`src/rtl/normalizer_pkg.sv`:
```
// Shared definitions for the iterative arithmetic blocks: FSM state encoding
// and a constant-evaluable ceil(log2) helper for sizing count fields.
package normalizer_pkg;

  typedef enum logic [1:0] {
    ST_IDLE  = 2'd0,
    ST_SHIFT = 2'd1,
    ST_DONE  = 2'd2
  } norm_state_t;

  function automatic int clog2(input int value);
    int r;
    r = 0;
    for (int i = 0; i < 32; i++)
      if ((1 << r) < value) r++;
    return r;
  endfunction

endpackage

```
`src/rtl/normalizer.sv`:
```
// Iterative leading-bit normalizer: shifts one bit per cycle until the MSB
// (unsigned) or the sign/next-bit pair (signed) marks a normalized value.
module normalizer
  import normalizer_pkg::*;
#(
  parameter int WIDTH = 8,
  parameter int CNT_W = clog2(WIDTH)
) (
  input  logic             clk,
  input  logic             rst_n,
  input  logic             in_valid,
  output logic             in_ready,
  input  logic [WIDTH-1:0] in_data,
  input  logic             sign,
  output logic             out_valid,
  input  logic             out_ready,
  output logic [WIDTH-1:0] out_data,
  output logic [CNT_W-1:0] out_count,
  output logic             out_zero
);

  norm_state_t      state;
  logic [WIDTH-1:0] data;
  logic [CNT_W-1:0] count;
  logic             zero;
  logic             sgn;
  logic             is_zero;
  logic             stop;

  assign is_zero = (data == '0);
  // Signed values are normalized once the top two bits differ.
  assign stop    = sgn ? (data[WIDTH-1] ^ data[WIDTH-2]) : data[WIDTH-1];

  always_ff @(posedge clk or negedge rst_n) begin
    if (!rst_n) begin
      state <= ST_IDLE;
      data  <= '0;
      count <= '0;
      zero  <= 1'b0;
      sgn   <= 1'b0;
    end else begin
      case (state)
        ST_IDLE: begin
          if (in_valid) begin
            data  <= in_data;
            sgn   <= sign;
            count <= '0;
            zero  <= 1'b0;
            state <= ST_SHIFT;
          end
        end
        ST_SHIFT: begin
          if (is_zero) begin
            zero  <= 1'b1;
            count <= '0;
            state <= ST_DONE;
          end else if (stop) begin
            state <= ST_DONE;
          end else begin
            data  <= data << 1;
            count <= count + 1'b1;
          end
        end
        ST_DONE: begin
          if (out_ready) state <= ST_IDLE;
        end
        default: state <= ST_IDLE;
      endcase
    end
  end

  assign in_ready  = (state == ST_IDLE);
  assign out_valid = (state == ST_DONE);
  assign out_data  = data;
  assign out_count = count;
  assign out_zero  = zero;

endmodule

```
`config.mk`:
```
export PLATFORM = sky130hd
export DESIGN_NAME = normalizer
export DESIGN_NICKNAME = d
export VERILOG_FILES = /design/src/rtl/normalizer_pkg.sv /design/src/rtl/normalizer.sv
export SDC_FILE = /design/constraint.sdc
export NUM_CORES = 1
export LEC_CHECK = 0
export BUFFER_PORTS_ARGS = -buffer_cell sky130_fd_sc_hd__buf_2
export CORE_UTILIZATION = 48
export DETAILED_ROUTE_END_ITERATION = 8
export GPL_ROUTABILITY_DRIVEN = 0
export MAX_ROUTING_LAYER = met4
export PLACE_DENSITY_LB_ADDON = 0.12
export SYNTH_ARGS = -nofsm -noshare
export SYNTH_HDL_FRONTEND = slang
export SYNTH_SLANG_ARGS = --single-unit
```
`constraint.sdc`:
```
create_clock -name clk -period 2.4 [get_ports clk]
set_clock_uncertainty 0.05 [all_clocks]
set_input_delay 0 -clock clk [delete_from_list [all_inputs] [get_ports clk]]
set_output_delay 0 -clock clk [all_outputs]
set_load 0.01 [all_outputs]
```
# Yosys cells after proc, flatten, opt, wreduce, memory -nomap -nowiden
# Cells that the tools add are included.
dict set report word_totals {
  ff_bits 15
  out_inout_bits 14
  inputBits 13
}
dict set report op_classes {
  addsub 1
  n_eq_ne 9
  reduce_logical 8
  muxes 17
  n_bitwise 1
}
# cell count
set ops {}
lappend ops {{two-way mux 8 bit} 3}
lappend ops {{case mux 8 bit (2 select lines)} 1}
lappend ops {{two-way mux 3 bit} 3}
lappend ops {{AND reduction 3 bit} 3}
lappend ops {{logical NOT 8 bit} 1}
lappend ops {{two-way mux 2 bit} 4}
lappend ops {{!= test 2 bit (second input constant)} 4}
lappend ops {{!= test 3 bit (second input constant)} 2}
lappend ops {{case mux 2 bit (3 select lines)} 1}
lappend ops {{case mux 3 bit (2 select lines)} 1}
lappend ops {{AND reduction 4 bit} 1}
lappend ops {{adder 3 x 1 -> 3 bit (second input constant)} 1}
lappend ops {{two-way mux 1 bit} 3}
lappend ops {{== test 2 x 1 -> 1 bit (second input constant)} 1}
lappend ops {{== test 2 bit (second input constant)} 1}
lappend ops {{logical NOT 2 bit} 1}
lappend ops {{!= test 2 x 1 -> 1 bit (second input constant)} 1}
lappend ops {{case mux 1 bit (2 select lines)} 1}
lappend ops {{AND reduction 2 bit} 1}
lappend ops {{nonzero test 2 bit} 1}
lappend ops {{bitwise XOR 1 bit} 1}

# Depth between registers and ports, before layout
# Gate-level depths: netlist of the first run.
dict set report depth {
  word_depth 5
  ltp_mapped 6
}

# Worst setup path after synthesis of the first run
# OpenSTA, ideal clock, no wires.
dict set report synth_timing {
  path_kind {reg-to-reg}
  startpoint {register data[6] (netlist: out_data[6])}
  endpoint {register data[5] (netlist: out_data[5])}
  t_required_ns 2.222
  stages_incl_launch_ff 7
  arrival_ns 1.741
  path_buffers 0
  setup_slack_ns 0.481
  setup_time_ns 0.128
  cell_sequence {dfrtp_1 > inv_1 > ha_1 > mux2_4 > a211oi_4 > a21oi_4 > mux2_1}
}
dict set report synth_between {
  elab_chain_len 4
  elab_cells_between_ends 6
  cone_classes {eq/ne (2); mux (1); bitwise (1); reduce/logical (2)}
}
# item line_no
set synth_lines {}
lappend synth_lines {{start: declaration} normalizer.sv:23} ;# logic [WIDTH-1:0] data;
lappend synth_lines {{start signal: assignment} normalizer.sv:45} ;# data <= in_data;
lappend synth_lines {{start signal: assignment} normalizer.sv:60} ;# data <= data << 1;
lappend synth_lines {{bitwise XOR 1 bit} normalizer.sv:32} ;# assign stop = sgn ? (data[WIDTH-1] ^ data[WIDTH-2]) : data[WIDTH-1];
lappend synth_lines {{two-way mux 1 bit} normalizer.sv:32}
lappend synth_lines {{!= test 2 bit (no source line)} n/a}
lappend synth_lines {{AND reduction 4 bit (no source line) (*)} n/a}
# Mark *: on every way between the ends. The rest lies on a longest branch, timed or not.
# A chain may end at the register's enable or synchronous reset.

# Worst setup path after layout of the first run
dict set report layout_timing {
  startpoint {register data[7] (netlist: out_data[7])}
  endpoint {register data[5] (netlist: out_data[5])}
}
# The elaborated chain is that of the path after synthesis.

==> results of run 1 <==
[worst min-delay path: cells and delay by family]
kind / cells / cell delay [ns]
buf+inv: 1 / 0.07
mux: 2 / 0.23
[metal layers]
metal  up-vias  wire (µm)  GRT usage
met5         -          0          -
met4         0          0     0.0750
met3         0         62     0.0255
met2        19        764      0.327
met1       287        712      0.251
li1        295          -          -
[logic make-up after synthesis]
group | count (synthesis)
simple gates | 14
compound gates | 10
flops | 15
buf+inv | 6
fa+ha+maj | 2
mux | 16
[state kept, by name, indices dropped and copies added, names as in the netlist]
| signal | cells |
|---|---|
| out_data | 8 |
| out_count | 3 |
| state | 2 |
| out_zero | 1 |
| sgn | 1 |
[worst paths after layout]
kind | from | slack (ns) | endpoint
worst max-delay path | out_data[7] | 0.39 | out_data[5]
worst min-delay path | in_data[5] | 0.006 | out_data[5]
worst max register to register | out_data[7] | 0.39 | out_data[5]
worst min register to register | out_count[1] | 0.51 | out_count[1]
max in group asynchronous | rst_n | 1.96 | out_data[2]
min in group asynchronous | rst_n | 0.09 | sgn
[report_power, final]
group	switching (mW)	total [mW]	leakage (nW)	internal (mW)
Sequential	0.120	0.481	0.187	0.361
Combinational	0.325	0.670	0.322	0.345
Clock	0.0823	0.144	0.0177	0.0618
[cells in the mapped netlist]
cell type	number
a211oi_4	1
a21bo_2	1
a21oi_1	2
a21oi_4	1
a221o_1	1
a22o_2	1
a311o_1	1
a31oi_1	1
and2b_1	1
and3b_1	1
clkbuf_1	1
dfrtp_1	15
ha_1	2
inv_1	5
mux2_1	1
mux2_2	11
mux2_4	1
mux2i_1	3
nand2_1	2
nand2_2	1
nand2b_2	1
nand4_1	1
nor2_1	5
nor3_2	1
nor4b_4	1
o2bb2ai_1	1
[final cells by class]
cell class / count / area (µm²) / area share
clock inverter: 1 / 5.00 / 0.00488
clock buffer: 3 / 22.5 / 0.0220
sequential: 15 / 375 / 0.366
multi-input combinational: 42 / 404 / 0.394
tap: 16 / 20.0 / 0.0195
inverter: 5 / 18.8 / 0.0183
timing repair buffer: 31 / 180 / 0.176
[per-stage QoR]
stage                     instance area (µm²)  total power, mW  hold slack (ns)
after floorplan                           802            0.957           -0.346
after global placement                    948             1.13           -0.126
after detailed placement                  948             1.16           -0.129
after CTS                                1030             1.31          0.00930
after global routing                     1030             1.39           0.0211
final                                    1030             1.30          0.00561
==> out/metrics.yaml, run 1 <==
status:
  outcome: "completed"
power_and_ir_drop:
  irDropWorstVdd_mv: 0.648
  p_leak_nw: 0.527
  power_density_mw_per_mm2: 1260
place:
  port_buffers: 26
  dp_cells: 104
  dpl_worst_slack_ns: 0.404
  hpwl_mm: 1.17
setup_path:
  critical_path_arrival_ns: 2.13
  worst-r2r-cell-count: 6
  max_stage_delay_ns: 0.39
  crit_family: "multiplexers"
  cp_slowest_cell: "dfrtp_1"
  critPathLaunchType: "flip-flop"
  critPathKind: "reg2reg"
  crit_chain: "inv_1 > ha_1 > mux2_4 > a211oi_4 > a21oi_4 > mux2_1"
  critical_path_required_ns: 2.52
  critPathBufInv: 1
  worstSetupPathDepth: 6
  cp-end-kind: "flip-flop"
  cp_max_fo: 9
timing:
  finalSetupViolations: 0
  period_minus_slack_ns: 2.01
  finalHoldViolCount: 0
  relSlewSlack: 0.751
  tightest_slew_ns: 0.372
  fmax_mhz: 498
  fin_ws_ns: 0.392
  fin_crit_sh: 0.837
  fin_setup_tns_ns: 0
  drv_slew: 0
  rsz0062_at_grt: "no"
layout:
  layout_commonest_cell: "buf_2"
  area_delta_synth_final_pct: 27.9
  nFillCells: 132
  drive_gt1_frac: 0.515
  final_nets: 113
  postLayoutCoreUtil: 0.666
  diodes: 0
  fin_cells: 113
  most-common-layout-cells: "buf_2 (26), dfrtp_1 (15), mux2_2 (11)"
synth:
  netlist_instances: 63
  netlist_area_um2: 802
  post_synth_and_or_nand_nor_area_fraction: 0.122
  synth_top_family_by_area: "multiplexers"
  ys_seq_elements: 15
  ys_types: 26
  synth_compound_area_frac: 0.126
  syn_avg_cell_area_um2: 12.7
  muxShareOfSynthArea: 0.225
  synth_seq_area_share: 0.468
  yosysTopAreaCell: "dfrtp_1"
  synth.area.top_cells: "dfrtp_1 (47%), mux2_2 (15%), mux2i_1 (3.7%)"
  yosys_warnings: 0
  synth_nets: 78
  synth_fa_ha_area_frac: 0.0312
  synthXorXnorAreaFrac: 0
  netlist.area_leader.share: 0.468
grt:
  antenna_found_initial: 0
  grt-ovfl-total: 0
  grt_pass1_wl_mm: 2.68
  grt_pass1_vias: 609
  track_usage: 0.199
  grt_max_degree: 16
clock_network:
  htree_levels: 1
  insertion_delay_ns: 0.28
  clkSlewWorstSetupHoldPaths_ns: 0.10
  cts_inserted_buffers: 3
  post_cts_resized: 0
  cts_num_sinks: 15
  clk_path_buf_depth: 2
  post_cts_buffers: 0
  cts_hold_buf: 5
  cts_root_buffer: "clkbuf_4"
  cts_tree: "built"
floorplan:
  core-area_mm2: 0.00154
  rows: 14
  start_util: 0.520
  die_height_um: 42.9
  die_area_mm2: 0.00184
  die_w_um: 42.9
  ios: 27
route:
  routed_wl_mm: 1.54
  drc: 0
  vias_per_cell: 5.32
  ant_nets: 0
  via_count: 601
  wire_per_inst_um: 13.6
  drt_pass1_iterations: 4
  drtIter0Drc: 4
hold_path:
  min_path_cells: 3
  worstHoldPathType: "in2reg"
job:
  cap_violations: 0
No activity file was read; power rests on OpenSTA's default activity.
==> run 2, diff against run 1 <==
- clock period: 2.4 -> 2 ns (I/O delays scaled with it)
==> run 2 against run 1 <==
Against the previous run:
- register-to-register slack worse by 0.27 ns
- fmax grew 6.8%
- cell count increased by 0.88%
- combinational power increased by 21%
- total power up 20%
- sequential share of layout area decreased by 0.27 points
- clock-buffer cell count did not move
- critical path depth decreased by 1
- cell area grew 0.73%
- critical endpoint is now out_count[2]
- critical path type unchanged
- setup slack got worse by 0.27 ns
==> out/metrics.yaml, run 2 (same netlist as run 1, synthesis figures left out) <==
status:
  outcome: "completed"
layout:
  postLayoutCoreUtil: 0.670  # +0.00487
  multiInputGateArea_um2: 404  # unchanged
  largest_reg_flops: 8  # unchanged
  seqCellArea_um2: 375  # unchanged
  final_nets: 114  # +0.88%
  most-common-layout-cells: "buf_2 (26), dfrtp_1 (15), mux2_2 (11)"
  nFillCells: 127  # -3.8%
  drive_gt1_frac: 0.520  # +0.00494
  area_delta_synth_final_pct: 28.9
  layout_commonest_cell: "buf_2"
  diodes: 0  # unchanged
timing:
  fin_crit_sh: 0.940  # +0.103
  period_minus_slack_ns: 1.88  # -0.128 ns
  relSlewSlack: 0.763  # +0.0121
  rsz0062_at_grt: "no"
  finalSetupViolations: 0  # unchanged
  finalHoldViolCount: 0  # unchanged
  tightest_slew_ns: 0.354  # -0.0181 ns
  fin_setup_tns_ns: 0  # unchanged
  whs_ns: 0.0203  # +0.0147 ns
  drv_slew: 0  # unchanged
  fmax_mhz: 532  # +6.8%
setup_path:
  cp-end-kind: "flip-flop"
  critical_path_required_ns: 2.12  # -0.40 ns
  crit_start: "out_data[6]"
  worst-r2r-cell-count: 5  # -1
  rr_startpoint: "out_data[6]"
  cp_max_fo: 3  # -6
  critPathKind: "reg2reg"
  critical_path_arrival_ns: 2.00  # -0.13 ns
  critPathLaunchType: "flip-flop"
hold_path:
  min_path_cells: 3  # unchanged
  worstHoldPathType: "in2reg"
  min_from: "in_valid"
route:
  drtIter0Drc: 3  # -1
  ant_nets: 0  # unchanged
  wire_per_inst_um: 12.9  # -5.6%
  drc: 0  # unchanged
  vias_per_cell: 5.07  # -4.7%
  drt_pass1_iterations: 2  # -2
  via_count: 578  # -3.8%
  routed_wl_mm: 1.47  # -4.7%
power_and_ir_drop:
  p_leak_nw: 0.532  # +1.0%
  power_density_mw_per_mm2: 1500  # +19%
  irDropWorstVdd_mv: 0.784  # +21%
clock_network:
  cts_tree: "built"
  cts_num_sinks: 15  # unchanged
  cts_root_buffer: "clkbuf_4"
  post_cts_buffers: 0  # unchanged
  clk_path_buf_depth: 2  # unchanged
  cts_inserted_buffers: 3  # unchanged
  clkSlewWorstSetupHoldPaths_ns: 0.10  # about the same
  insertion_delay_ns: 0.28  # about the same
  htree_levels: 1  # unchanged
floorplan:
  die_height_um: 42.9  # unchanged
  ios: 27  # unchanged
  die_w_um: 42.9  # unchanged
  die_area_mm2: 0.00184  # unchanged
  core-area_mm2: 0.00154  # unchanged
  start_util: 0.520  # unchanged
  rows: 14  # unchanged
job:
  cap_violations: 0  # unchanged
grt:
  met2_usage: 0.276  # -0.0515
  busiest_layer: "met2"
  antenna_found_initial: 0  # unchanged
  grt-ovfl-total: 0  # unchanged
  grt_pass1_wl_mm: 2.33  # -13%
  grtUsageMet3: 0.0255  # unchanged
  grt_max_degree: 16  # unchanged
  track_usage: 0.172  # -0.0270
  use_met1: 0.233  # -0.0178
  grt_pass1_vias: 522  # -14%
place:
  hpwl_mm: 1.10  # -5.8%
  port_buffers: 26  # unchanged
==> run 2: timing repair <==
item / 4_1_cts / 5_1_grt
endpoints found under the hold margin: 19 / 0
resized for setup: 0 / 0
hold buffers: 5 / 0
endpoints found under the setup margin: 0 / 0
==> run 2: stage by stage <==
step	power, mW	std cells	area (µm²)	worst slack (ns)
finish	1.55	114	1030	0.120
global placement	1.37	105	956	0.124
floorplan	1.15	63	802	0.0810
global route	1.67	114	1030	0.0188
detailed placement	1.40	105	956	0.106
CTS	1.58	114	1030	0.101
==> run 2: final timing paths <==
path	slack, ns	endpoint
worst max-delay path	0.12	out_count[2]
worst min-delay path	0.02	state[0]
worst max register to register	0.12	out_count[2]
worst min register to register	0.49	out_count[1]
max in group asynchronous	1.54	out_data[6]
min in group asynchronous	0.09	out_count[2]
==> run 2: area by class of cell <==
cell class | count | area share
timing repair buffer | 32 | 0.182
tap | 16 | 0.0194
clock inverter | 1 | 0.00484
clock buffer | 3 | 0.0218
sequential | 15 | 0.363
multi-input combinational | 42 | 0.391
inverter | 5 | 0.0182
==> run 2: routing by layer <==
metal  part of all wire  routed length (µm)
met2               0.47                 684
met4             0.0061                   9
met1               0.48                 704
met3              0.046                  67
met5                  0                   0
==> run 2: critical path: stages (launching register included) <==
cell and delay (ns):
dfrtp_1 0.38, inv_1 0.09, ha_1 0.24, mux2_4 0.28
a311o_1 0.39, a221o_1 0.35
==> run 2: power breakdown <==
group	internal, mW	total [mW]	switching (mW)
Sequential	0.434	0.567	0.133
Combinational	0.424	0.814	0.390
Clock	0.0739	0.172	0.0984
Total	0.932	1.55	0.622
==> run 3, diff against run 2 <==
- ABC_AREA: default -> 1
==> run 3 against run 2 <==
Against the previous run:
- the flow now finishes with violations (DRC)
- critical endpoint is now out_data[1]
- sequential power fell by 2%
- clock power increased by 5%
- total power increased by 7.9%
==> out/metrics.yaml, run 3 <==
status:
  outcome: "finished with violations"
  violations: "DRC"
synth:
  yosysMostFrequentCell: "nand2_1"
  yosysTopAreaCell: "dfrtp_1"
  synthTopCellsByCount: "nand2_1 (43), dfrtp_1 (15), inv_1 (10), nand3_1 (10), o21ai_1 (6)"
  async_reset_ff_frac: 1.00  # unchanged
  synth_nets: 119  # +53%
  netlist_area_um2: 828  # +3.3%
  synth_edf_count: 0  # unchanged
  synth_ff_type: "dfrtp_1"
  synth.area.top_cells: "dfrtp_1 (45%), nand2_1 (19%), nand3_1 (6.0%)"
  netlist.area_leader.share: 0.453  # -0.0148
  synth_seq_area_share: 0.453  # -0.0148
  netlist_instances: 104  # +65%
  yosys_warnings: 0  # unchanged
  ys_seq_elements: 15  # unchanged
  ys_types: 21  # -19%
  syn_avg_cell_area_um2: 7.96  # -37%
hold_path:
  worstHoldPathType: "in2reg"
  min_from: "in_data[1]"
timing:
  relSlewSlack: 0.771  # +0.00865
  fmax_mhz: 635  # +19%
  period_minus_slack_ns: 1.57  # -0.305 ns
  drv_slew: 0  # unchanged
  finalSetupViolations: 0  # unchanged
  rsz0062_at_grt: "no"
  tightest_slew_ns: 0.339  # -0.0153 ns
  fin_ws_ns: 0.425  # +0.305 ns
  fin_crit_sh: 0.787  # -0.153
  fin_setup_tns_ns: 0  # unchanged
  finalHoldViolCount: 0  # unchanged
job:
  cap_violations: 0  # unchanged
place:
  dpl_worst_slack_ns: 0.444  # +0.338 ns
  hpwl_mm: 1.29  # +17%
  port_buffers: 26  # unchanged
  dp_cells: 144  # +37%
clock_network:
  cts_inserted_buffers: 3  # unchanged
  insertion_delay_ns: 0.28  # about the same
  clk_path_buf_depth: 2  # unchanged
  cts_hold_buf: 11  # +6
  htree_levels: 1  # unchanged
  post_cts_resized: 0  # unchanged
  cts_num_sinks: 15  # unchanged
  cts_root_buffer: "clkbuf_4"
  cts_tree: "built"
  post_cts_buffers: 0  # unchanged
  clkSlewWorstSetupHoldPaths_ns: 0.09  # about the same
layout:
  most-common-layout-cells: "nand2_1 (43), buf_2 (26), dfrtp_1 (15)"
  fin_cells: 159  # +39%
  nFillCells: 126  # -0.79%
  drive_gt1_frac: 0.266  # -0.255
  diodes: 0  # unchanged
  area_delta_synth_final_pct: 32.3
  final_nets: 159  # +39%
  largest_reg_flops: 8  # unchanged
  layout_commonest_cell: "nand2_1"
setup_path:
  rr_startpoint: "out_data[6]"
  cp_slowest_cell: "dfrtp_1"
  crit_start: "out_data[6]"
  critical_path_arrival_ns: 1.70  # -0.30 ns
  cp_max_fo: 10  # +7
  critPathKind: "reg2reg"
  crit_top_cell: "nand2_1"
  critical_path_required_ns: 2.13  # about the same
  max_stage_delay_ns: 0.38  # about the same
  crit_chain: "inv_1 > ha_1 > nand2_1 > o21ai_1 > inv_1 > nand3_4 > nand2_4 > nand2_1 > nand2_1"
  cp-end-kind: "flip-flop"
  critPathLaunchType: "flip-flop"
power_and_ir_drop:
  power_density_mw_per_mm2: 1530  # +1.8%
  power_mw: 1.68  # +7.9%
  irDropWorstVdd_mv: 0.825  # +5.2%
  p_leak_nw: 0.630  # +18%
grt:
  grt_max_degree: 16  # unchanged
  grt_pass1_vias: 768  # +47%
  grt-ovfl-total: 0  # unchanged
  grt_pass1_wl_mm: 3.14  # +35%
  antenna_found_initial: 0  # unchanged
  track_usage: 0.234  # +0.0615
floorplan:
  core-area_mm2: 0.00156  # +1.1%
  rows: 14  # unchanged
  die_w_um: 43.5  # +1.6%
  die_area_mm2: 0.00190  # +3.1%
  start_util: 0.531  # +0.0110
  die_height_um: 43.5  # +1.6%
  ios: 27  # unchanged
route:
  ant_nets: 0  # unchanged
  wl_met3_um: 79  # +18%
  via_count: 799  # +38%
  routed_wl_mm: 1.85  # +26%
  drt_pass1_iterations: 6  # +4
  routed.top_layer: "met3"
  drtIter0Drc: 18  # +15
  met2_length_um: 899  # +31%
  drc: 2  # +2
  vias_per_cell: 5.03  # -0.89%
  wl_met1_um: 872  # +24%
  wire_per_inst_um: 11.6  # -9.5%
run 3: cell families after synthesis:
family | share of synthesized area
AO/OA/AOI/OAI | 0.0574
adder cells (fa/ha/maj) | 0.0302
AND/OR/NAND/NOR | 0.350
buffers and inverters | 0.0846
flip-flops | 0.453
XOR/XNOR | 0.0106
multiplexers | 0.0136
run 3: cell type report:
cell class | count | area, µm² | area share
flip-flops and latches | 15 | 375 | 0.342
inverters | 13 | 51.3 | 0.0468
well taps | 16 | 20.0 | 0.0183
repair buffers | 37 | 240 | 0.219
multi-input cells | 74 | 383 | 0.349
clock buffers | 4 | 26.3 | 0.0240
run 3: critical path: cells and delay by family, from the launching register on:
| family | cells | cell delay, ns |
|---|---|---|
| buf+inv | 2 | 0.18 |
| simple gates | 5 | 0.45 |
| flops | 1 | 0.38 |
| compound gates | 1 | 0.12 |
| fa+ha+maj | 1 | 0.28 |
run 3: power breakdown:
group | switching (mW) | internal, mW | total (mW)
logic | 0.590 | 0.348 | 0.938
registers | 0.114 | 0.444 | 0.558
clock network | 0.104 | 0.0775 | 0.181
run 3: final timing paths:
| check | to | slack (ns) | cells past startpoint |
|---|---|---|---|
| hold reg to reg | out_zero | 0.45 | 2 |
| max in group asynchronous | out_data[1] | 1.56 | 2 |
| hold / removal | out_data[1] | 0.04 | 5 |
| setup reg to reg | out_data[1] | 0.43 | 9 |
| setup / recovery | out_data[1] | 0.43 | 9 |
| min in group asynchronous | out_data[5] | 0.09 | 2 |
run 3: layer usage:
layer / vias up / track usage
met3: 0 / 0.0750
met1: 363 / 0.269
met5: - / -
met4: 0 / 0.0938
met2: 24 / 0.376
li1: 412 / -
run 3: stage by stage:
step	instance area, µm²	hold WS [ns]	utilization
after global routing	1100	0.0640	0.703
after detailed placement	960	-0.126	0.616
after floorplan	828	-0.346	-
after CTS	1100	0.0313	0.703
final	1100	0.0429	0.703
after global placement	960	-0.128	0.616
